<file path="config.mk">
export PLATFORM = sky130hd
export DESIGN_NAME = mem_req_dispatch
export DESIGN_NICKNAME = d
export VERILOG_FILES = /design/src/rtl/mem_dispatch_pkg.sv /design/src/rtl/mem_batch_tracker.sv /design/src/rtl/mem_req_dispatch.sv
export SDC_FILE = /design/constraint.sdc
export NUM_CORES = 1
export LEC_CHECK = 0
export ABC_AREA = 1
export CAP_MARGIN = 20
export CORE_AREA = 10 10 221 223
export DETAILED_ROUTE_END_ITERATION = 12
export DIE_AREA = 0 0 231 233
export GPL_TIMING_DRIVEN = 0
export PLACE_DENSITY = 0.45
export SYNTH_ARGS = -nofsm -noshare
export SYNTH_HDL_FRONTEND = slang
export SYNTH_SLANG_ARGS = --single-unit
</file>
<file path="constraint.sdc">
create_clock -name clk -period 1.8 [get_ports clk]
set_input_delay 0.27 -clock clk [delete_from_list [all_inputs] [get_ports clk]]
set_output_delay 0.27 -clock clk [all_outputs]
set_load 0.02 [all_outputs]
</file>
<file path="src/rtl/mem_dispatch_pkg.sv">
// Shared types and width helpers for the memory request dispatcher.
// Used by mem_req_dispatch and mem_batch_tracker.
package mem_dispatch_pkg;

    // Outstanding counter must represent 0..2^sel_bits inclusive.
    function automatic int unsigned batch_cnt_w(input int unsigned sel_bits);
        return sel_bits + 1;
    endfunction

    // Downstream tag carries the upstream tag plus the batch id in the LSBs.
    function automatic int unsigned out_tag_w(input int unsigned tag_w,
                                              input int unsigned sel_bits);
        return tag_w + sel_bits;
    endfunction

    // Per-lane request at the default widths (32b addr/data, 8+2b tag).
    typedef struct packed {
        logic        rw;
        logic [31:0] addr;
        logic [31:0] data;
        logic [9:0]  tag;
    } mem_lane_req_t;

endpackage

</file>
<file path="src/rtl/mem_batch_tracker.sv">
// Batch id generator and outstanding-batch counter.
// Raises stall once every batch id is in flight, so ids never alias.
module mem_batch_tracker
    import mem_dispatch_pkg::*;
#(
    parameter int unsigned TAG_SEL_BITS = 2
) (
    input  logic                    clk,
    input  logic                    reset,
    input  logic                    batch_start,
    input  logic                    rsp_batch_done,
    output logic [TAG_SEL_BITS-1:0] batch_id,
    output logic                    stall
);

    localparam int unsigned CW = batch_cnt_w(TAG_SEL_BITS);
    localparam logic [CW-1:0] FULL = {1'b1, {TAG_SEL_BITS{1'b0}}};

    logic [CW-1:0] outstanding;

    assign stall = (outstanding == FULL);

    // Advance batch id on each issued batch; net the in-flight count.
    always_ff @(posedge clk or posedge reset) begin
        if (reset) begin
            batch_id    <= '0;
            outstanding <= '0;
        end else begin
            if (batch_start)
                batch_id <= batch_id + 1'b1;
            if (batch_start && !rsp_batch_done)
                outstanding <= outstanding + 1'b1;
            else if (!batch_start && rsp_batch_done && outstanding != '0)
                outstanding <= outstanding - 1'b1;
        end
    end

    // A retirement with nothing in flight means the downstream is confused.
    a_no_underflow: assert property (
        @(posedge clk) disable iff (reset)
        !(rsp_batch_done && outstanding == '0)
    ) else $error("rsp_batch_done with no outstanding batch");

endmodule

</file>
<file path="src/rtl/mem_req_dispatch.sv">
// Splits a multi-lane request bundle into per-lane memory requests,
// tagging each with a batch id. Optional perf counters: MEM_REQ_DISPATCH_PERF_EN.
module mem_req_dispatch
    import mem_dispatch_pkg::*;
#(
    parameter int unsigned NUM_REQS     = 4,
    parameter int unsigned ADDR_WIDTH   = 32,
    parameter int unsigned DATA_WIDTH   = 32,
    parameter int unsigned TAG_WIDTH    = 8,
    parameter int unsigned TAG_SEL_BITS = 2
) (
    input  logic                                       clk,
    input  logic                                       reset,
    input  logic                                       req_valid_in,
    input  logic                                       req_rw_in,
    input  logic [NUM_REQS-1:0]                        req_mask_in,
    input  logic [NUM_REQS*ADDR_WIDTH-1:0]             req_addr_in,
    input  logic [NUM_REQS*DATA_WIDTH-1:0]             req_data_in,
    input  logic [TAG_WIDTH-1:0]                       req_tag_in,
    output logic                                       req_ready_in,
    output logic [NUM_REQS-1:0]                        req_valid_out,
    output logic [NUM_REQS-1:0]                        req_rw_out,
    output logic [NUM_REQS*ADDR_WIDTH-1:0]             req_addr_out,
    output logic [NUM_REQS*DATA_WIDTH-1:0]             req_data_out,
    output logic [NUM_REQS*(TAG_WIDTH+TAG_SEL_BITS)-1:0] req_tag_out,
    input  logic [NUM_REQS-1:0]                        req_ready_out,
    input  logic                                       rsp_batch_done
`ifdef MEM_REQ_DISPATCH_PERF_EN
    ,
    output logic [31:0]                                perf_stall_cycles,
    output logic [31:0]                                perf_partial_cycles
`endif
);

    localparam int unsigned OTW = out_tag_w(TAG_WIDTH, TAG_SEL_BITS);

    logic [NUM_REQS-1:0]     sent_mask;
    logic [NUM_REQS-1:0]     lane_pend;
    logic [NUM_REQS-1:0]     fire;
    logic [TAG_SEL_BITS-1:0] batch_id;
    logic                    stall;
    logic                    go;
    logic                    done;
    logic                    batch_start;

    assign go        = ~reset & req_valid_in & ~stall;
    assign lane_pend = req_mask_in & ~sent_mask;

    assign req_valid_out = go ? lane_pend : '0;
    assign fire          = req_valid_out & req_ready_out;
    assign done          = go & ((lane_pend & ~fire) == '0);
    assign req_ready_in  = done;
    assign batch_start   = done & (|req_mask_in);

    assign req_rw_out   = {NUM_REQS{req_rw_in}};
    assign req_addr_out = req_addr_in;
    assign req_data_out = req_data_in;

    for (genvar i = 0; i < NUM_REQS; i++) begin : g_tag
        assign req_tag_out[i*OTW +: OTW] = {req_tag_in, batch_id};
    end

    mem_batch_tracker #(
        .TAG_SEL_BITS (TAG_SEL_BITS)
    ) u_tracker (
        .clk            (clk),
        .reset          (reset),
        .batch_start    (batch_start),
        .rsp_batch_done (rsp_batch_done),
        .batch_id       (batch_id),
        .stall          (stall)
    );

    // Remember issued lanes until the whole bundle is accepted.
    always_ff @(posedge clk or posedge reset) begin
        if (reset)
            sent_mask <= '0;
        else if (done)
            sent_mask <= '0;
        else
            sent_mask <= sent_mask | fire;
    end

`ifdef MEM_REQ_DISPATCH_PERF_EN
    // Count stalled and partially-issued bundle cycles; wrap on overflow.
    always_ff @(posedge clk or posedge reset) begin
        if (reset) begin
            perf_stall_cycles   <= '0;
            perf_partial_cycles <= '0;
        end else begin
            if (req_valid_in && stall)
                perf_stall_cycles <= perf_stall_cycles + 32'd1;
            if (req_valid_in && !stall && !done)
                perf_partial_cycles <= perf_partial_cycles + 32'd1;
        end
    end
`endif

    // A pending bundle must be held steady until it is accepted.
    a_hold_stable: assert property (
        @(posedge clk) disable iff (reset)
        $past(req_valid_in && !req_ready_in && !reset) |->
            (req_valid_in && $stable(req_rw_in) && $stable(req_mask_in) &&
             $stable(req_addr_in) && $stable(req_data_in) &&
             $stable(req_tag_in))
    ) else $error("request bundle changed while pending");

endmodule

</file>
# Word level (Yosys, flattened, before mapping)
# Cells that the tools add are included.
dict set report totals {
  input_bits 277
  register_bits 9
  out_inout_bits 305
  elab_cells 32
}
dict set report op_classes {
  n_mux 4
  n_addsub 3
  n_bitwise 12
  eq_ne 1
  n_reduce_logical 9
}
# cell count
set op_table {}
lappend op_table {{AND 4 bit} 3}
lappend op_table {{2-to-1 mux 4 bit} 2}
lappend op_table {{NOT 4 bit} 2}
lappend op_table {{2-to-1 mux 3 bit} 2}
lappend op_table {{AND 1 bit} 4}
lappend op_table {{zero test 4 bit} 1}
lappend op_table {{bitwise OR 4 bit} 1}
lappend op_table {{OR reduction 4 bit} 1}
lappend op_table {{adder 3 x 1 -> 3 bit, second input constant} 1}
lappend op_table {{equality test 3 bit, second input constant} 1}
lappend op_table {{logical AND 1 bit} 3}
lappend op_table {{nonzero test 3 bit} 1}
lappend op_table {{subtractor 3 x 1 -> 3 bit, second input constant} 1}
lappend op_table {{adder 2 x 1 -> 2 bit, second input constant} 1}
lappend op_table {{zero test 1 bit} 2}
lappend op_table {{NOT 1 bit} 2}
lappend op_table {{nonzero test 2 bit} 1}

# Depth between registers and ports, before layout
# Gate-level depths: netlist of the first run.
dict set report logic_depth {
  word_depth 15
  ltp_mapped 12
  mapped_depth_nobuf 12
}

# Cells and area by module
# From an unflattened synthesis of the first run, not the netlist that was laid out.
dict set report hier_totals {
  hier_cells 382
  hier_area_um2 2866.5
}
# mod cells_per_inst n_inst area_each_um2 seq_area_each_um2
set by_module_without_submodules {}
lappend by_module_without_submodules {mem_req_dispatch 349 1 2602.5 100.1}
lappend by_module_without_submodules {mem_batch_tracker 33 1 264.0 125.1}

# Worst setup path before layout of the first run
# Ideal clock, no wire load.
dict set report synth_path {
  path_type {reg-to-reg}
  startpoint {reg u_tracker.outstanding[0]}
  endpoint {reg u_tracker.outstanding[2]}
  required_time_ns 1.687
  path_slack_ns -0.021
  synth_period_minus_slack_ns 1.821
  setup_time_ns 0.113
  path_stages_with_launch 13
  arrival_ns 1.708
  path_cell_list {dfrtp_1 > inv_2 > nand3_2 > nand2_4 > nor2_4 > nand4_2 > fa_1 > inv_1 > nand3_1 > nand2_1 > nand3_1 > nand2_1 > inv_1}
}
dict set report synth_via {
  elab_chain_cells 14
  word_cells_on_any_way 20
  cone_classes {2 x add/sub; 1 x eq/ne; 3 x mux; 7 x bitwise; 7 x reduce/logical}
}
# item line_no
set synth_lines {}
lappend synth_lines {{from (decl)} mem_batch_tracker.sv:19} ;# logic [CW-1:0] outstanding;
lappend synth_lines {{from (signal assigned)} mem_batch_tracker.sv:32} ;# outstanding <= outstanding + 1'b1;
lappend synth_lines {{from (signal assigned)} mem_batch_tracker.sv:34} ;# outstanding <= outstanding - 1'b1;
lappend synth_lines {{equality test 3 bit} mem_batch_tracker.sv:21} ;# assign stall = (outstanding == FULL);
lappend synth_lines {{NOT 1 bit} mem_req_dispatch.sv:46} ;# assign go = ~reset & req_valid_in & ~stall;
lappend synth_lines {{AND 1 bit} mem_req_dispatch.sv:46}
lappend synth_lines {{2-to-1 mux 4 bit} mem_req_dispatch.sv:49} ;# assign req_valid_out = go ? lane_pend : '0;
lappend synth_lines {{AND 4 bit} mem_req_dispatch.sv:50} ;# assign fire = req_valid_out & req_ready_out;
lappend synth_lines {{NOT 4 bit} mem_req_dispatch.sv:51} ;# assign done = go & ((lane_pend & ~fire) == '0);
lappend synth_lines {{AND 4 bit} mem_req_dispatch.sv:51}
lappend synth_lines {{zero test 4 bit} mem_req_dispatch.sv:51}
lappend synth_lines {{AND 1 bit} mem_req_dispatch.sv:51}
lappend synth_lines {{AND 1 bit} mem_req_dispatch.sv:53} ;# assign batch_start = done & (|req_mask_in);
lappend synth_lines {{zero test 1 bit} mem_batch_tracker.sv:33} ;# else if (!batch_start && rsp_batch_done && outstanding != '0)
lappend synth_lines {{logical AND 1 bit (2 in series)} mem_batch_tracker.sv:33}
lappend synth_lines {{nonzero test 2 bit (no line)} --}
# Several ways; a longest one is shown, not always the timed one. The select of a mux whose other input is x is not followed.
# A chain may end at the register's enable or synchronous reset.

# Final worst setup path of the first run
dict set report layout_path {
  startpoint {reg u_tracker.outstanding[1]}
  endpoint {reg u_tracker.outstanding[2]}
}
# Same word-level chain as after synthesis.

==> results.txt, run 1 <==
The run finished with clean final reports. The share of total power dissipated in sequential elements is 12.0%. In this run the cell area of the synthesized design comes to 2880 µm². Setup repair after global routing could not meet its margin everywhere. The clock root buffer master is clkbuf_16. The global-route wire length before repair came out at 24.9 mm.

In this run the remaining antenna-violating nets after routing total 0. The layout net count came out at 996. TritonCTS built the clock tree. The final clock skew is 2.52 ps. The standard-cell row count came out at 77. After synthesis, the largest family of logic cells by area is buffers and inverters.

The number of CTS-inserted buffers is 3. The worst relative slew slack came out at 75.2%. The H-tree depth is 1. Counting tap cells, the placed design contains a total of 1289 instances.

In this run the power spent charging and discharging nets is 1470 µW. The number of endpoints failing setup at the final stage came out at 0. The required time of the critical path came out at 1930 ps. Once the floorplan was initialized, standard cells occupied 6.53% of the core. After synthesis, the share of cell area in mux cells is 0%. The worst-skew pair later-pin latency is 230 ps. The arrival time of data at the critical path endpoint is 1880 ps. The number of synthesized flops with an enable pin is 0. For the pin with the worst max-slew slack, the measured transition is 371 ps. The initial antenna violation count is 3. The type of element launching the critical path is a flop.

Power spread over the standard cell area amounts to 511 nW/µm². The total nets after synthesis came out at 659. At the end of routability-driven placement, the weighted congestion stood at 0.851. The maximum fanout along the worst path is 7.

The ratio of cells with drive above 1 in the final layout is 48.7%. The final layout contains routed wiring with a total length of 19.2 mm. The clock period minus final worst setup slack is 1750 ps. The number of max-cap violations is 0. The final non-filler cell area came out at 7020 µm².

The instance count of the mapped netlist is 381. The synthesized-area fraction occupied by ao, oa, aoi and oai cells came out at 1.52%. The most common flop cell mapped by yosys is dfrtp_1. The count of clock tree sinks came out at 9.

In this run the standard cell core region covers 44100 µm². The netlist uses 21 different library cells. The worst min-delay path category is in -> async.

The synthesized netlist devotes 0.695% of its cell area to adder and majority cells. The number of flip-flops and latches in the synthesized netlist came out at 9. Global routing used 6.08% of the available tracks across all layers. The parity-gate share of the synthesized area counting xor and xnor cells came out at 0.608%. The remaining global-route overflow is 0.

The number of DRC markers after the initial detailed-route iteration is 49. The async set or reset register ratio after synthesis is 100%. The number of port buffers is 316.

Detailed placement finished with a half-perimeter wire length of 18.2 mm. The final core utilization is 15.9%. The final cycle utilization of the critical path is 97.3%.

The height of the die came out at 233 µm. The number of iterations in the first detailed-routing pass came out at 4. Summing over every cut layer, the via total after detailed routing is 3220. The number of endpoints with negative hold slack in the final report came out at 0.

The final number of max-transition violations came out at 0. The per-cell routed wire length is 14.7 µm. The standby leakage power came out at 0.00317 µW. The filler-free cell count of the finished design is 1310. The internal power of the cells totals 2120 µW. The average instance in the mapped netlist occupies 7.56 µm². The area fraction in and, or, nand and nor cells after synthesis came out at 8.43%. The final-layout fill cell count is 5005. The horizontal die dimension came out at 231 µm. The critical path in this run is classified as reg -> reg. The endpoint type of the worst setup path is a flop. The relative area change from synthesis to final layout is 144%. The maximum root-to-sink buffer count is 2. Yosys printed 0 warnings. Counting instances in the post-synthesis netlist gives the leading cell types as 298 x buf_4, 24 x inv_1, 10 x nand3_1. The clock network is responsible for 11.0% of the overall power. Based on the critical path, the design can be clocked at up to 571 MHz.

VDD sags by at most 0.353 mV. After synthesis, flip-flops and latches occupy 7.82% of the total area. The synthesized design devotes to its leading area cell type 77.7% of total area. The total area of multi-input combinational cells is 370 µm².

The maximum number of pins on one net before global-route repair came out at 10. The clock-pin transition on the worst setup and hold timing paths is 40 ps. Per report_power, the combinational group accounts for 77.0% of the total. The via count of the first global-routing pass came out at 3812. The library cell with the largest summed area after synthesis is buf_4. The sequential cell area came out at 228 µm². The I/O pin total is 582. The die covers 53800 µm². Yosys attributes the largest share of cell area to buf_4 78%, dfrtp_1 7.8%, inv_1 3.1%. Using the TritonRoute via totals, the vias-per-cell ratio works out to 2.46. Yosys instantiated no cell more often than buf_4. The switching portion of total power is 40.9%.

The placement-stage cell area came out at 6790 µm². In this run the register-to-register setup slack is 50 ps. The count of unresolved DRC violations after routing came out at 0. The hold buffer count at CTS is 0.
## power groups by stage
stage	Clock [µW]	Sequential, µW	Combinational (µW)
after floorplan	0	423	1470
after global placement	0	463	2560
after detailed placement	0	466	2560
after CTS	404	446	2720
after global routing	413	451	2940
final	393	430	2760
## state kept, by name (all words and copies together), names as in the netlist
name	count
sent_mask	4
u_tracker.outstanding	3
u_tracker.batch_id	2
## through the flow
stage	setup TNS (ps)	worst slack (ps)	power, µW	hold slack, ps
after floorplan	0	21.0	1900	97.9
after global placement	-3990	-756	3020	502
after detailed placement	-4080	-773	3020	503
after CTS	-7.36	-7.36	3570	217
after global routing	-50.6	-50.6	3800	233
final	0	49.2	3580	192
## layout by cell type (no fill, tap or decap), types with 2 or more instances in the layout
master,instances
buf_2,2
buf_4,314
clkbuf_16,3
clkdlybuf4s50_1,303
dfrtp_1,7
dfrtp_2,2
dlygate4sd2_1,7
inv_1,17
inv_2,8
nand2_1,8
nand2_4,2
nand3_1,5
nand3_2,8
nor2_1,3
nor2_4,3
nor3_1,4
nor4_1,3
o21ai_0,4
xnor2_1,2
## per-layer routing
layer | share of wire (%) | global-route usage [%]
met1 | 29 | 5.09
met2 | 55 | 11.8
met3 | 15 | 3.83
met4 | 1.2 | 1.19
met5 | 0.068 | 0
## timing repair
item,4_1_cts,5_1_grt
endpoints found under the setup margin,15,3
pin swaps,13,6
gates cloned,0,0
setup buffers,12,4
gates resized for setup,42,4
## final cells by class
| class | instances | share of cell area (%) |
|---|---|---|
| Antenna cell | 1 | 0.0357 |
| Buffer | 298 | 31.9 |
| Clock buffer | 4 | 1.12 |
| Inverter | 25 | 1.34 |
| Multi-Input combinational cell | 49 | 5.28 |
| Sequential cell | 9 | 3.25 |
| Tap cell | 592 | 10.6 |
| Timing Repair Buffer | 332 | 46.5 |
## cells by family after synthesis
logic type               count (synthesis)
buffers and inverters                  323
XOR/XNOR                                 2
AO/OA/AOI/OAI                            6
AND/OR/NAND/NOR                         40
adder cells (fa/ha/maj)                  1
flip-flops                               9
## worst max-delay path, cell delays in order, from the launching register on
cell and delay, ps:
dfrtp_1 360, inv_2 50, nand3_2 90, nand2_4 90, nor2_4 190, nand4_4 130
fa_2 390, inv_2 70, nand3_2 50, nand2_1 60, nand3_1 60, nand2_1 70
inv_2 30
## worst paths after layout
check	startpoint	end	cells after the start
max in group asynchronous	reset	u_tracker.batch_id[1]$_DFFE_PP0P_	2
worst max register to register	u_tracker.outstanding[1]$_DFFE_PP0P_	u_tracker.outstanding[2]$_DFFE_PP0P_	12
min in group clk	sent_mask[1]$_DFF_PP0_	sent_mask[1]$_DFF_PP0_	2
worst min register to register	sent_mask[1]$_DFF_PP0_	sent_mask[1]$_DFF_PP0_	2
worst max-delay path	u_tracker.outstanding[1]$_DFFE_PP0P_	u_tracker.outstanding[2]$_DFFE_PP0P_	12
worst min-delay path	reset	sent_mask[0]$_DFF_PP0_	2
Note: power is estimated with default switching activity, not from simulation.
==> run 2: changes to the inputs <==
HOLD_SLACK_MARGIN = 0.15   (was not set)
TNS_END_PERCENT = 50   (was not set)
==> run 2 against run 1 <==
Compared with the run above:
- maximum frequency hardly changed
- worst hold slack worse by 0.55 ps
- global-route usage unchanged
- setup slack about the same
- combinational power barely moved
- count of clock-buffer cells in the layout unchanged
- sequential share of layout area barely moved
- largest power group unchanged
==> results.txt, run 2 (same netlist as run 1, synthesis figures left out) <==
The flow ran to the end, and the final reports show no timing, DRC or antenna violations. The worst register-to-register path begins at u_tracker.outstanding[1]$_DFFE_PP0P_. The maximum number of pins on one net before global-route repair came out at 10. The number of iterations in the first detailed-routing pass came out at 4. The standard-cell row count is 77. The final layout contains routed wiring with a total length of 19.2 mm.

The critical path runs through a total of 12 cells. Counting every sink on the clock net gives 9. Global routing finished with a remaining overflow of 0. In this run the power density over the cells is 508 nW/µm². The worst relative slew slack is 75.3%. The combined global-route utilization of all metal layers came out at 6.08%. At the worst endpoint, the arrival time is 1880 ps. The sum of buffers and inverters on the critical path came out at 3. The filler-free cell count of the finished design is 1309. From bottom edge to top edge, the die measures 233 µm.

The cell family contributing the most delay on the critical path is simple AND/OR/NAND/NOR gates. The layout net count came out at 995. The final cycle utilization of the critical path came out at 97.3%. The final number of max-transition violations came out at 0. Setup violations remaining at the end of the flow were counted as 0.

The leading cell type in the layout, fill and taps excluded is buf_4. The worst setup path is launched from a flop. During I/O placement, the number of pins put on the boundary was 582.

The initial core utilization came out at 6.53%. The slowest stage cell on the critical path is fa_2. The maximum fanout along the worst path came out at 7. The endpoint of the worst-slack reg-to-reg timing path is u_tracker.outstanding[2]$_DFFE_PP0P_.

Setup repair after global routing could not meet its margin everywhere. The worst setup path is captured at a flop. The count of unresolved DRC violations after routing is 0. The total area inside the core boundary comes to 44100 µm².

The analysis attributes to cell leakage a power of 0.00317 µW. The final core utilization is 15.9%. In this design, the critical path's most frequently occurring cell is inv_2. The delay of the slowest cell on the worst path came out at 390 ps. Summing over every cut layer, the via total after detailed routing is 3212. The post-detailed-route via-to-cell ratio came out at 2.45. The peak supply drop is 0.354 mV. The final worst-path setup slack is 49.2 ps. The tool flagged a number of max-cap violations equal to 0. The hold buffer count at CTS came out at 0. The highest achievable clock rate came out at 571 MHz. STA puts the critical path data required time at 1930 ps. The number of CTS-inserted buffers is 3. The number of DRC markers after the initial detailed-route iteration is 45. Between clock sinks in the finished design, the worst skew comes to 2.52 ps.

The total half-perimeter wirelength after legalization and detailed placement is 18.2 mm. TritonCTS built the clock tree. The worst setup path is of the reg -> reg kind.

The register with the most flip-flops in the layout has 4 of them. The largest registers in the layout are sent_mask: 4 flops, u_tracker.outstanding: 3 flops, u_tracker.batch_id: 2 flops. Measured along the x axis, the die boundary spans 231 µm. The per-cell routed wire length came out at 14.7 µm. Walking the worst path, the cells encountered are inv_2 -> nand3_2 -> nand2_4 -> nor2_4 -> nand4_4 -> fa_2 -> inv_2 -> nand3_2 -> nand2_1 -> nand3_1 -> nand2_1 -> inv_2. The first global-routing pass estimated 24.9 mm of wire. In this run the number of H-tree levels came out at 1.

The initial antenna violation count is 3. The clock-pin transition on the worst setup and hold timing paths came out at 40 ps. The relative area change from synthesis to final layout came out at 143%.

The via count of the first global-routing pass is 3812. The minimum setup slack among reg-to-reg paths is 50 ps. The register name with the most flops is sent_mask. The library cells used most frequently in the layout, excluding fill and tap cells, are 314 x buf_4, 302 x clkdlybuf4s50_1, 17 x inv_1. The total area of multi-input combinational cells came out at 370 µm². In this run, placement finished with an instance count of 1289. The number of endpoints with negative hold slack in the final report is 0. The slew of the pin with the lowest slew margin is 370 ps. The tightest min-delay check is of the in -> async type. At the later pin of the worst-skew pair, clock insertion delay measures 230 ps. The floorplan step defined a die boundary enclosing 53800 µm².

The maximum root-to-sink buffer count is 2. The routability congestion estimate from global placement came out at 0.851. The clock period minus final worst setup slack came out at 1750 ps. Measured in cells, the most critical reg-to-reg path has a length of 12.

Fill cells in the final layout number 5005. Timing analysis after detailed placement gives a worst setup slack of -773 ps. The clock root buffer master is clkbuf_16. In the final layout, the share of cells above drive strength 1 is 48.7%. Across the whole layout, storage elements account for 228 µm². The detail route stage leaves a number of antenna-violating nets equal to 0. The number of port buffers came out at 316.
==> run 2: power by group <==
part           leakage [µW]  internal [µW]  switching, µW
clock             0.0000382            296           96.8
sequential         0.000108            305            131
combinational       0.00302           1500           1240
==> run 2: layout make-up <==
type	instances	share of cell area [%]
repair buffers	331	46.5
flip-flops and latches	9	3.25
multi-input cells	49	5.29
inverters	25	1.34
well taps	592	10.6
plain buffers	298	31.9
diodes	1	0.0357
clock buffers	4	1.13
==> run 2: worst max-delay path by stage <==
stage,startpoint,to
3_5_place_dp,req_valid_in,req_ready_in
2_1_floorplan,u_tracker.outstanding[0]$_DFFE_PP0P_,u_tracker.outstanding[2]$_DFFE_PP0P_
5_1_grt,u_tracker.outstanding[1]$_DFFE_PP0P_,u_tracker.outstanding[2]$_DFFE_PP0P_
6_report,u_tracker.outstanding[1]$_DFFE_PP0P_,u_tracker.outstanding[2]$_DFFE_PP0P_
3_3_place_gp,req_valid_in,req_ready_in
4_1_cts,u_tracker.outstanding[1]$_DFFE_PP0P_,u_tracker.outstanding[2]$_DFFE_PP0P_
==> run 2: per-stage QoR <==
stage / area, µm² / setup TNS [ps] / total power, µW / hold WS (ps)
finish: 7010 / 0 / 3560 / 192
global route: 7000 / -50.6 / 3780 / 233
CTS: 6970 / -7.36 / 3570 / 217
detailed placement: 6790 / -4080 / 3020 / 503
global placement: 6790 / -3990 / 3020 / 502
floorplan: 2880 / 0 / 1900 / 97.9
==> run 2: metal layers <==
layer  track usage, %  share of wire, %
met3             3.83                14
met5                0             0.068
met1             5.09                30
met2             11.8                55
met4             1.19               1.2
==> run 2: timing repair <==
item	4_1_cts	5_1_grt
gates resized for setup	42	5
endpoints found under the setup margin	15	3
setup buffers	12	3
cloned	0	0
pin swaps	13	6
